### config.mk
export PLATFORM = sky130hd
export DESIGN_NAME = cpu_sram_arbiter
export DESIGN_NICKNAME = d
export VERILOG_FILES = /design/src/rtl/cpu_sram_arbiter_pkg.sv /design/src/rtl/cpu_sram_arbiter_order_fifo.sv /design/src/rtl/cpu_sram_arbiter.sv
export SDC_FILE = /design/constraint.sdc
export NUM_CORES = 1
export LEC_CHECK = 0
export ABC_AREA = 1
export BUFFER_PORTS_ARGS = -buffer_cell sky130_fd_sc_hd__buf_2
export CORE_AREA = 4 4 123 125
export DETAILED_ROUTE_END_ITERATION = 8
export DIE_AREA = 0 0 127 129
export GPL_TIMING_DRIVEN = 0
export MAX_ROUTING_LAYER = met4
export PLACE_DENSITY = 0.51
export SLEW_MARGIN = 20
export SYNTH_ARGS = -nofsm -noshare
export SYNTH_HDL_FRONTEND = slang
export SYNTH_SLANG_ARGS = --single-unit
### constraint.sdc
create_clock -name clk -period 3 [get_ports clk]
set_input_delay 0.15 -clock clk [delete_from_list [all_inputs] [get_ports clk]]
set_output_delay 0.15 -clock clk [all_outputs]
set_load 0.03 [all_outputs]
### src/rtl/cpu_sram_arbiter_pkg.sv
// ============================================================================
// Module   : cpu_sram_arbiter_pkg
// Brief    : Owner tags and FSM state encodings shared by the SRAM arbiter.
// Revision : 1.0 - initial release
// ============================================================================
`default_nettype none

package cpu_sram_arbiter_pkg;

  localparam logic OWN_INST = 1'b0;
  localparam logic OWN_DATA = 1'b1;

  typedef enum logic [1:0] {
    ARB_IDLE   = 2'd0,
    ARB_HOLD_I = 2'd1,
    ARB_HOLD_D = 2'd2
  } arb_state_t;

endpackage

`default_nettype wire

### src/rtl/cpu_sram_arbiter_order_fifo.sv
// ============================================================================
// Module   : cpu_sram_arbiter_order_fifo
// Brief    : In-order owner tracking FIFO; no bypass from push to head.
// Revision : 1.0 - initial release
// ============================================================================
`default_nettype none

module cpu_sram_arbiter_order_fifo #(
  parameter int DEPTH = 4,
  parameter int WIDTH = 1
) (
  input  logic                     clk,
  input  logic                     reset,
  input  logic                     push,
  input  logic [WIDTH-1:0]         push_data,
  input  logic                     pop,
  output logic [WIDTH-1:0]         head,
  output logic [$clog2(DEPTH):0]   count,
  output logic                     full,
  output logic                     empty
);

  localparam int c_ptr_w = $clog2(DEPTH);

  logic [WIDTH-1:0]     r_mem [DEPTH];
  logic [c_ptr_w-1:0]   r_wr_ptr;
  logic [c_ptr_w-1:0]   r_rd_ptr;
  logic [c_ptr_w:0]     r_count;
  logic                 w_do_push;
  logic                 w_do_pop;

  assign full      = (r_count == DEPTH[c_ptr_w:0]);
  assign empty     = (r_count == '0);
  assign w_do_push = push && !full;
  assign w_do_pop  = pop && !empty;
  assign head      = r_mem[r_rd_ptr];
  assign count     = r_count;

  always_ff @(posedge clk) begin
    if (w_do_push) begin
      r_mem[r_wr_ptr] <= push_data;
    end
  end

  // DEPTH is a power of two, so pointers wrap by natural overflow.
  always_ff @(posedge clk) begin
    if (reset) begin
      r_wr_ptr <= '0;
      r_rd_ptr <= '0;
      r_count  <= '0;
    end else begin
      if (w_do_push) r_wr_ptr <= r_wr_ptr + 1'b1;
      if (w_do_pop)  r_rd_ptr <= r_rd_ptr + 1'b1;
      case ({w_do_push, w_do_pop})
        2'b10:   r_count <= r_count + 1'b1;
        2'b01:   r_count <= r_count - 1'b1;
        default: r_count <= r_count;
      endcase
    end
  end

endmodule

`default_nettype wire

### src/rtl/cpu_sram_arbiter.sv
// ============================================================================
// Module   : cpu_sram_arbiter
// Brief    : Shares one SRAM-like slave port between inst and data masters.
// Revision : 1.0 - initial release
// ============================================================================
`default_nettype none

module cpu_sram_arbiter
  import cpu_sram_arbiter_pkg::*;
#(
  parameter int MAX_OUT = 4,
  parameter int OWN_W   = 1
) (
  input  logic                      clk,
  input  logic                      reset,
  input  logic                      inst_req,
  input  logic                      inst_wr,
  input  logic [1:0]                inst_size,
  input  logic [31:0]               inst_addr,
  input  logic [3:0]                inst_wstrb,
  input  logic [31:0]               inst_wdata,
  output logic                      inst_addr_ok,
  output logic                      inst_data_ok,
  output logic [31:0]               inst_rdata,
  input  logic                      data_req,
  input  logic                      data_wr,
  input  logic [1:0]                data_size,
  input  logic [31:0]               data_addr,
  input  logic [3:0]                data_wstrb,
  input  logic [31:0]               data_wdata,
  output logic                      data_addr_ok,
  output logic                      data_data_ok,
  output logic [31:0]               data_rdata,
  output logic                      m_req,
  output logic                      m_wr,
  output logic [1:0]                m_size,
  output logic [31:0]               m_addr,
  output logic [3:0]                m_wstrb,
  output logic [31:0]               m_wdata,
  input  logic                      m_addr_ok,
  input  logic                      m_data_ok,
  input  logic [31:0]               m_rdata,
  output logic [$clog2(MAX_OUT):0]  arb_outstanding,
  output logic                      arb_proto_err
);

  localparam logic [OWN_W-1:0] c_own_inst = OWN_W'(OWN_INST);
  localparam logic [OWN_W-1:0] c_own_data = OWN_W'(OWN_DATA);

  arb_state_t        r_state;
  logic [1:0]        r_fair_cnt;
  logic              r_proto_err;

  logic              w_req;
  logic [OWN_W-1:0]  w_owner;
  logic              w_sel_data;
  logic              w_pick_inst;
  logic              w_push;
  logic              w_pop;
  logic [OWN_W-1:0]  w_head;
  logic              w_fifo_full;
  logic              w_fifo_empty;

  // Inst wins in IDLE only when data is idle or data has had three grants in a row.
  assign w_pick_inst = inst_req && (!data_req || (r_fair_cnt == 2'd3));

  always_comb begin
    w_req   = 1'b0;
    w_owner = c_own_inst;
    case (r_state)
      ARB_IDLE: begin
        if (!w_fifo_full) begin
          if (w_pick_inst) begin
            w_req   = 1'b1;
            w_owner = c_own_inst;
          end else if (data_req) begin
            w_req   = 1'b1;
            w_owner = c_own_data;
          end
        end
      end
      ARB_HOLD_I: begin
        w_req   = 1'b1;
        w_owner = c_own_inst;
      end
      ARB_HOLD_D: begin
        w_req   = 1'b1;
        w_owner = c_own_data;
      end
      default: begin
        w_req   = 1'b0;
        w_owner = c_own_inst;
      end
    endcase
  end

  assign w_sel_data = (w_owner == c_own_data);
  assign w_push     = w_req && m_addr_ok;
  assign w_pop      = m_data_ok && !w_fifo_empty;

  assign m_req   = w_req;
  assign m_wr    = w_sel_data ? data_wr    : inst_wr;
  assign m_size  = w_sel_data ? data_size  : inst_size;
  assign m_addr  = w_sel_data ? data_addr  : inst_addr;
  assign m_wstrb = w_sel_data ? data_wstrb : inst_wstrb;
  assign m_wdata = w_sel_data ? data_wdata : inst_wdata;

  assign inst_addr_ok = w_push && !w_sel_data;
  assign data_addr_ok = w_push && w_sel_data;

  assign inst_data_ok = w_pop && (w_head == c_own_inst);
  assign data_data_ok = w_pop && (w_head == c_own_data);
  assign inst_rdata   = m_rdata;
  assign data_rdata   = m_rdata;

  assign arb_proto_err = r_proto_err;

  always_ff @(posedge clk) begin
    if (reset) begin
      r_state     <= ARB_IDLE;
      r_fair_cnt  <= 2'd0;
      r_proto_err <= 1'b0;
    end else begin
      case (r_state)
        ARB_IDLE: begin
          if (w_req && !m_addr_ok) begin
            r_state <= w_sel_data ? ARB_HOLD_D : ARB_HOLD_I;
          end
        end
        ARB_HOLD_I, ARB_HOLD_D: begin
          if (m_addr_ok) r_state <= ARB_IDLE;
        end
        default: r_state <= ARB_IDLE;
      endcase

      // Data grants are counted once, at acceptance, and saturate at three.
      if (!inst_req) begin
        r_fair_cnt <= 2'd0;
      end else if (w_push) begin
        if (!w_sel_data)              r_fair_cnt <= 2'd0;
        else if (r_fair_cnt != 2'd3)  r_fair_cnt <= r_fair_cnt + 2'd1;
      end

      if (m_data_ok && w_fifo_empty) r_proto_err <= 1'b1;
    end
  end

  cpu_sram_arbiter_order_fifo #(
    .DEPTH (MAX_OUT),
    .WIDTH (OWN_W)
  ) u_order_fifo (
    .clk       (clk),
    .reset     (reset),
    .push      (w_push),
    .push_data (w_owner),
    .pop       (w_pop),
    .head      (w_head),
    .count     (arb_outstanding),
    .full      (w_fifo_full),
    .empty     (w_fifo_empty)
  );

endmodule

`default_nettype wire
==> flow_metrics.py, run 1 <==
metrics = {
    "floorplan": {
        "fp.dieH_um": 129,
        "fp.dieArea_sq_mm": 0.0164,
        "coreArea_sq_mm": 0.0139,
        "dieWidth_um": 127,
        "design.portCount": 324,
        "start_util": 0.176,
        "rows": 43,
    },
    "worst_setup_path": {
        "arrival_ns": 2.37,
        "cp_common_cell": "inv_1",
        "critPathKind": "register to register",
        "r2r-start": "r_state[0]$_SDFFE_PP0P_",
        "cp.required_ns": 3.13,
        "rr_worst_depth": 14,
        "path_cells": "inv_1, ha_1, inv_1, nor2_1, nand2_2, a21oi_4, nand3_4, ha_1, inv_1, fa_1, a21oi_1, o21ai_0, o21ai_0, a21oi_1",
        "cp-start-kind": "register",
        "cp_max_fo": 9,
        "worst-r2r-setup-slack_ns": 0.77,
        "slowest_delay_ns": 0.38,
        "r2r_end": "u_order_fifo.count[2]$_SDFFE_PP0P_",
        "cp-end-kind": "register",
        "slowest_stage": "fa_1",
    },
    "power": {
        "finalPower_w": 0.00397,
        "peakVddDrop_v": 0.000407,
        "cellLeakagePower_nw": 2.70,
        "p_per_area_mw_per_mm2": 945,
    },
    "grt": {
        "grt_first_pass_wirelength_um": 17000,
        "grt_pass1_vias": 3018,
        "grt-ovfl-total": 0,
        "grtUsageTotal": 0.135,
        "antenna_found_initial": 0,
        "grt_max_degree": 14,
    },
    "worst_hold_path": {
        "hold_path_depth": 6,
        "hold_path.class": "input pin to register",
        "hold_end": "r_fair_cnt[0]$_SDFFE_PP0P_",
        "hp-start": "reset",
    },
    "timing": {
        "fmax_mhz": 448,
        "drv_slew": 0,
        "worstMarginPinSlew_ns": 0.312,
        "fin_setup_tns_ns": 0,
        "rsz0062_at_grt": "false",
        "finClkSkew_ns": 0.00147,
        "post-route-period-util": 0.744,
        "slew_headroom": 0.791,
        "setup_viol_count_final": 0,
        "period_needed_ns": 2.23,
        "hold_viol": 0,
    },
    "synth": {
        "avgSynthCellArea_sq_um": 5.73,
        "syn_area_sq_mm": 0.00244,
        "synthesis.nets": 617,
        "yosysUniqueCellTypes": 22,
        "yosys.area.top_type_share": 0.361,
        "netlist_instances": 427,
        "yosys_warnings": 0,
        "synthTopCellsByArea": "nand2_1, buf_4, dfxtp_1",
        "synth-seq-cells": 18,
        "yosysTopAreaCell": "nand2_1",
        "ys_seq_area_frac": 0.164,
    },
    "clock_tree": {
        "cts_tree": "yes",
        "cts_resized": 0,
        "clock_latency_ns": 0.25,
        "root_buffer": "clkbuf_16",
        "cts-buffers-inserted": 3,
        "clock-sinks": 18,
        "clockBufferDepth": 2,
        "cts-htree-levels": 1,
        "ctsHoldBuffers": 0,
        "clk_pin_slew_ns": 0.05,
        "postCtsSetupRepairBufs": 0,
    },
    "drt": {
        "drt_iter0_drc": 139,
        "drt_wl_total_um": 12500,
        "route.detailed.drc": 0,
        "dr.pass1.iters": 5,
        "vias_per_cell": 3.71,
        "num_vias": 3342,
        "wl_per_cell_um": 13.9,
        "drtAntennaViolNets": 0,
    },
    "final_layout": {
        "final_area_sq_mm": 0.00421,
        "most-common-layout-cells": "buf_2, nand2_1, buf_4",
        "n_fill_cell": 1601,
        "diodes": 0,
        "mostFrequentLayoutCell": "buf_2",
        "syn_to_final_growth_pct": 72.0,
        "drive_above_1_share": 0.532,
        "final_cell_count_no_fill": 902,
        "utilization": 0.303,
        "final_nets": 913,
    },
    "job": {
        "maxCapViolCount": 0,
    },
    "placed_design": {
        "place.port_buffers": 291,
        "placed_area_sq_mm": 0.00413,
        "hpwl_um": 11000,
        "place.gp.congestion": 0.924,
        "dpl.cell_count": 898,
    },
    "run_status": {
        "status": "finished, final reports clean",
    },
}
[worst max-delay path: cells and delay by family (launching register included)]
family,cells,cell delay (ns)
fa+ha+maj,3,0.80
compound gates,5,0.53
flops,1,0.35
simple gates,3,0.23
buf+inv,3,0.20
[cell type report]
cell class,instances,area [sq um],area share
repair buffers,291,1460,0.346
multi-input cells,297,1310,0.312
plain buffers,80,613,0.146
flip-flops and latches,18,400,0.0952
well taps,180,225,0.0536
inverters,32,120,0.0286
clock buffers,3,75.1,0.0179
clock inverters,1,3.75,0.000893
[report_power, final]
group          internal [W]  switching, W  total [W]
logic              0.000974       0.00235    0.00332
registers          0.000335     0.0000561   0.000391
clock network      0.000177     0.0000861   0.000263
[cells in the mapped netlist]
| library cell | number |
|---|---|
| a21oi_1 | 10 |
| a21oi_4 | 1 |
| a31oi_2 | 1 |
| a32oi_1 | 1 |
| buf_2 | 7 |
| buf_4 | 65 |
| buf_6 | 8 |
| dfxtp_1 | 14 |
| edfxtp_1 | 4 |
| fa_1 | 1 |
| ha_1 | 9 |
| inv_1 | 29 |
| inv_2 | 3 |
| nand2_1 | 235 |
| nand2_2 | 2 |
| nand3_1 | 6 |
| nand3_4 | 2 |
| nand4_2 | 1 |
| nor2_1 | 20 |
| nor4_1 | 1 |
| o21a_1 | 1 |
| o21ai_0 | 6 |
[layer usage]
layer	up-vias	part of all wire	wire length [um]	global-route usage
met1	1374	0.41	5150	0.173
li1	1808	-	-	-
met3	8	0.082	1020	0.0199
met4	0	0.0093	116	0.0215
met5	-	0	0	-
met2	152	0.50	6210	0.230
[cell families (layout without fill, tap and decap cells)]
kind of cell / after synthesis / after routing / synth area share
adder cells (fa/ha/maj): 10 / 10 / 0.0542
AO/OA/AOI/OAI: 20 / 20 / 0.0512
flip-flops: 18 / 18 / 0.164
AND/OR/NAND/NOR: 267 / 267 / 0.431
buffers and inverters: 112 / 407 / 0.300
[how the worst max path moves through the flow]
stage / startpoint / endpoint / slack, ns / cells past startpoint
5_1_grt: r_state[1]$_SDFFE_PP0P_ / u_order_fifo.count[2]$_SDFFE_PP0P_ / 0.43 / 14
6_report: r_state[0]$_SDFFE_PP0P_ / u_order_fifo.count[2]$_SDFFE_PP0P_ / 0.77 / 14
3_5_place_dp: r_state[0]$_SDFFE_PP0P_ / u_order_fifo.count[2]$_SDFFE_PP0P_ / 0.77 / 14
4_1_cts: r_state[0]$_SDFFE_PP0P_ / m_wdata[27] / 0.76 / 9
2_1_floorplan: u_order_fifo.count[0]$_SDFFE_PP0P_ / u_order_fifo.count[1]$_SDFFE_PP0P_ / 0.82 / 9
3_3_place_gp: r_state[1]$_SDFFE_PP0P_ / u_order_fifo.count[2]$_SDFFE_PP0P_ / 0.78 / 14
[through the flow]
step                worst slack [ns]  hold slack (ns)
CTS                            0.756            0.234
global placement               0.784            0.449
global route                   0.426            0.286
detailed placement             0.775            0.453
finish                         0.767            0.241
floorplan                      0.816            0.356
No activity file was read; power rests on OpenSTA's default activity.
==> run 2: changes to the inputs <==
--- a/config.mk
+++ b/config.mk
@@ -5,7 +5,7 @@
 export SDC_FILE = /design/constraint.sdc
 export NUM_CORES = 1
 export LEC_CHECK = 0
-export ABC_AREA = 1
+export ABC_AREA = 0
 export BUFFER_PORTS_ARGS = -buffer_cell sky130_fd_sc_hd__buf_2
 export CORE_AREA = 4 4 123 125
 export DETAILED_ROUTE_END_ITERATION = 8
==> constraint.sdc (replaced) <==
create_clock -name clk -period 2.09 [get_ports clk]
set_input_delay 0.1045 -clock clk [delete_from_list [all_inputs] [get_ports clk]]
set_output_delay 0.1045 -clock clk [all_outputs]
set_load 0.03 [all_outputs]
==> flow_metrics.py, run 2 <==
metrics = {
    "clock_tree": {
        "ctsHoldBuffers": 0,
        "cts-buffers-inserted": 3,
        "clock_latency_ns": 0.25,
        "cts-htree-levels": 1,
        "clockBufferDepth": 2,
        "clk_pin_slew_ns": 0.05,
        "cts_tree": "yes",
        "clock-sinks": 18,
        "root_buffer": "clkbuf_16",
    },
    "worst_setup_path": {
        "cp.required_ns": 2.27,
        "r2r_end": "u_order_fifo.count[2]$_SDFFE_PP0P_",
        "cp_max_fo": 3,
        "arrival_ns": 2.38,
        "r2r-start": "r_state[1]$_SDFFE_PP0P_",
        "cp-end-kind": "register",
        "cp-start-kind": "register",
        "slowest_delay_ns": 0.38,
        "critPathKind": "register to register",
        "worst-r2r-setup-slack_ns": -0.12,
        "rr_worst_depth": 12,
        "slowest_stage": "dfxtp_4",
        "path_cells": "inv_4, ha_4, nor2b_4, a21oi_2, nor2_1, inv_1, ha_2, inv_2, fa_2, xor2_1, or3_1, a21oi_1",
    },
    "timing": {
        "worstMarginPinSlew_ns": 0.621,
        "hold_viol": 0,
        "drv_slew": 0,
        "setup_viol_count_final": 73,
        "finClkSkew_ns": 0.00388,
        "timing.hold.ws_ns": 0.0456,
        "post-route-period-util": 1.06,
        "slew_headroom": 0.582,
        "rsz0062_at_grt": "true",
        "fmax_mhz": 453,
        "period_needed_ns": 2.21,
        "setup_ws_ns": -0.116,
    },
    "worst_hold_path": {
        "hold_path.class": "input pin to register",
        "hold_end": "u_order_fifo.count[2]$_SDFFE_PP0P_",
        "hp-start": "reset",
        "hold_path_depth": 2,
    },
    "synth": {
        "yosysUniqueCellTypes": 35,
        "synth_common_cells": "nand2_1, buf_4, buf_6, dfxtp_1",
        "yosysTopAreaCell": "nand2_1",
        "avgSynthCellArea_sq_um": 6.09,
        "yosysMostFrequentCell": "nand2_1",
        "synth-edff-count": 4,
        "yosys.area.top_type_share": 0.337,
        "ys_async_sr_fraction": 0,
        "synthesis.nets": 592,
        "synth_flop_cell": "dfxtp_1",
        "synthTopCellsByArea": "nand2_1, buf_4, dfxtp_1",
        "yosys_warnings": 0,
        "synth-seq-cells": 18,
        "ys_seq_area_frac": 0.164,
        "netlist_instances": 402,
        "syn_area_sq_mm": 0.00245,
    },
    "grt": {
        "grtUsageTotal": 0.145,
        "grt_first_pass_wirelength_um": 18300,
        "grt_max_degree": 15,
        "grt_pass1_vias": 3189,
        "grt-ovfl-total": 0,
        "antenna_found_initial": 2,
    },
    "floorplan": {
        "rows": 43,
        "fp.dieH_um": 129,
        "coreArea_sq_mm": 0.0139,
        "dieWidth_um": 127,
        "design.portCount": 324,
        "start_util": 0.176,
        "fp.dieArea_sq_mm": 0.0164,
    },
    "run_status": {
        "status": "finished with violations",
        "violations": "negative setup slack",
    },
    "power": {
        "p_per_area_mw_per_mm2": 1760,
        "cellLeakagePower_nw": 3.41,
        "peakVddDrop_v": 0.000639,
    },
    "drt": {
        "route.detailed.drc": 0,
        "dr.pass1.iters": 4,
        "drt_wl_total_um": 14600,
        "wl_per_cell_um": 16.2,
        "num_vias": 3633,
        "drtAntennaViolNets": 0,
        "drt_iter0_drc": 64,
        "vias_per_cell": 4.03,
    },
    "final_layout": {
        "final_nets": 911,
        "drive_above_1_share": 0.811,
        "most-common-layout-cells": "buf_2, nand2_2, buf_4, buf_6, nand2_4",
        "utilization": 0.438,
        "mostFrequentLayoutCell": "buf_2",
        "syn_to_final_growth_pct": 149,
        "n_fill_cell": 1428,
    },
    "placed_design": {
        "place.gp.congestion": 0.860,
        "hpwl_um": 11400,
        "place.port_buffers": 291,
    },
    "job": {
        "maxCapViolCount": 0,
    },
}
==> run 2: cell count changes in the layout (fill, tap and decap cells not counted), moves of 5 or more <==
| cell | change |
|---|---|
| nand2_1 | -179 |
| clkbuf_16 | +12 |
| dfxtp_1 | -5 |
| buf_2 | -80 |
| nand2_2 | +90 |
| nand2_4 | +71 |
| dfxtp_4 | +5 |
| nor2_1 | -11 |
| buf_8 | +7 |
| buf_12 | +12 |
| buf_6 | +65 |
| buf_4 | +8 |
| inv_1 | -21 |
==> run 2: worst max path at each step <==
stage	startpoint	to	slack, ns	cells after the start
2_1_floorplan	u_order_fifo.count[2]$_SDFFE_PP0P_	u_order_fifo.count[2]$_SDFFE_PP0P_	-0.03	10
5_1_grt	r_state[1]$_SDFFE_PP0P_	u_order_fifo.count[2]$_SDFFE_PP0P_	-0.26	12
6_report	r_state[1]$_SDFFE_PP0P_	u_order_fifo.count[2]$_SDFFE_PP0P_	-0.12	12
3_5_place_dp	r_state[0]$_SDFFE_PP0P_	u_order_fifo.count[2]$_SDFFE_PP0P_	-0.18	12
4_1_cts	r_state[1]$_SDFFE_PP0P_	u_order_fifo.count[2]$_SDFFE_PP0P_	-0.14	12
3_3_place_gp	r_state[0]$_SDFFE_PP0P_	u_order_fifo.count[2]$_SDFFE_PP0P_	-0.17	12
==> run 2: routing by layer <==
layer / track usage / vias up / routed length, um
li1: - / 1819 / -
met1: 0.172 / 1678 / 5470
met2: 0.266 / 128 / 8040
met3: 0.0274 / 8 / 934
met4: 0.0132 / 0 / 155
met5: - / - / 0
==> run 2: cell type report <==
class / count / area (sq um) / area share
inverters: 12 / 50.0 / 0.00823
flip-flops and latches: 18 / 419 / 0.0689
well taps: 180 / 225 / 0.0370
diodes: 2 / 5.00 / 0.000823
clock inverters: 1 / 3.75 / 0.000617
multi-input cells: 290 / 2190 / 0.361
plain buffers: 80 / 754 / 0.124
clock buffers: 3 / 75.1 / 0.0123
repair buffers: 316 / 2360 / 0.387
==> run 2: critical path, delay by kind of cell (launching register included) <==
kind,cells,cell delay (ns)
compound gates,2,0.25
xor+xnor,1,0.15
fa+ha+maj,3,0.73
buf+inv,3,0.14
flops,1,0.38
simple gates,3,0.49
==> run 2: report_power, final <==
| part | switching, W | internal [W] |
|---|---|---|
| combinational | 0.00529 | 0.00445 |
| clock | 0.000125 | 0.000254 |
| sequential | 0.0000710 | 0.000491 |
| total | 0.00549 | 0.00519 |
==> run 2: repair_timing <==
action	CTS	global route
endpoints found under the hold margin	0	0
gates cloned	2	12
setup endpoints to repair	73	75
setup buffers	7	6
pin swaps	3	136
gates resized for setup	46	431
==> run 2: stage by stage <==
stage | cells | area [sq um] | setup WS, ns | power (W) | TNS [ns]
final | 902 | 6080 | -0.116 | 0.0107 | -4.08
after global routing | 902 | 6080 | -0.260 | 0.0113 | -8.76
after CTS | 884 | 4470 | -0.137 | 0.00736 | -0.137
after detailed placement | 873 | 4170 | -0.181 | 0.00634 | -0.220
after global placement | 873 | 4170 | -0.169 | 0.00635 | -0.202
after floorplan | 402 | 2480 | -0.0321 | 0.00463 | -0.0321
==> run 2: logic make-up after synthesis <==
| logic type | count (synthesis) | synth area share |
|---|---|---|
| multiplexers | 2 | 0.0138 |
| flip-flops | 18 | 0.164 |
| adder cells (fa/ha/maj) | 10 | 0.0542 |
| buffers and inverters | 94 | 0.287 |
| AND/OR/NAND/NOR | 253 | 0.412 |
| XOR/XNOR | 4 | 0.0143 |
| AO/OA/AOI/OAI | 21 | 0.0557 |
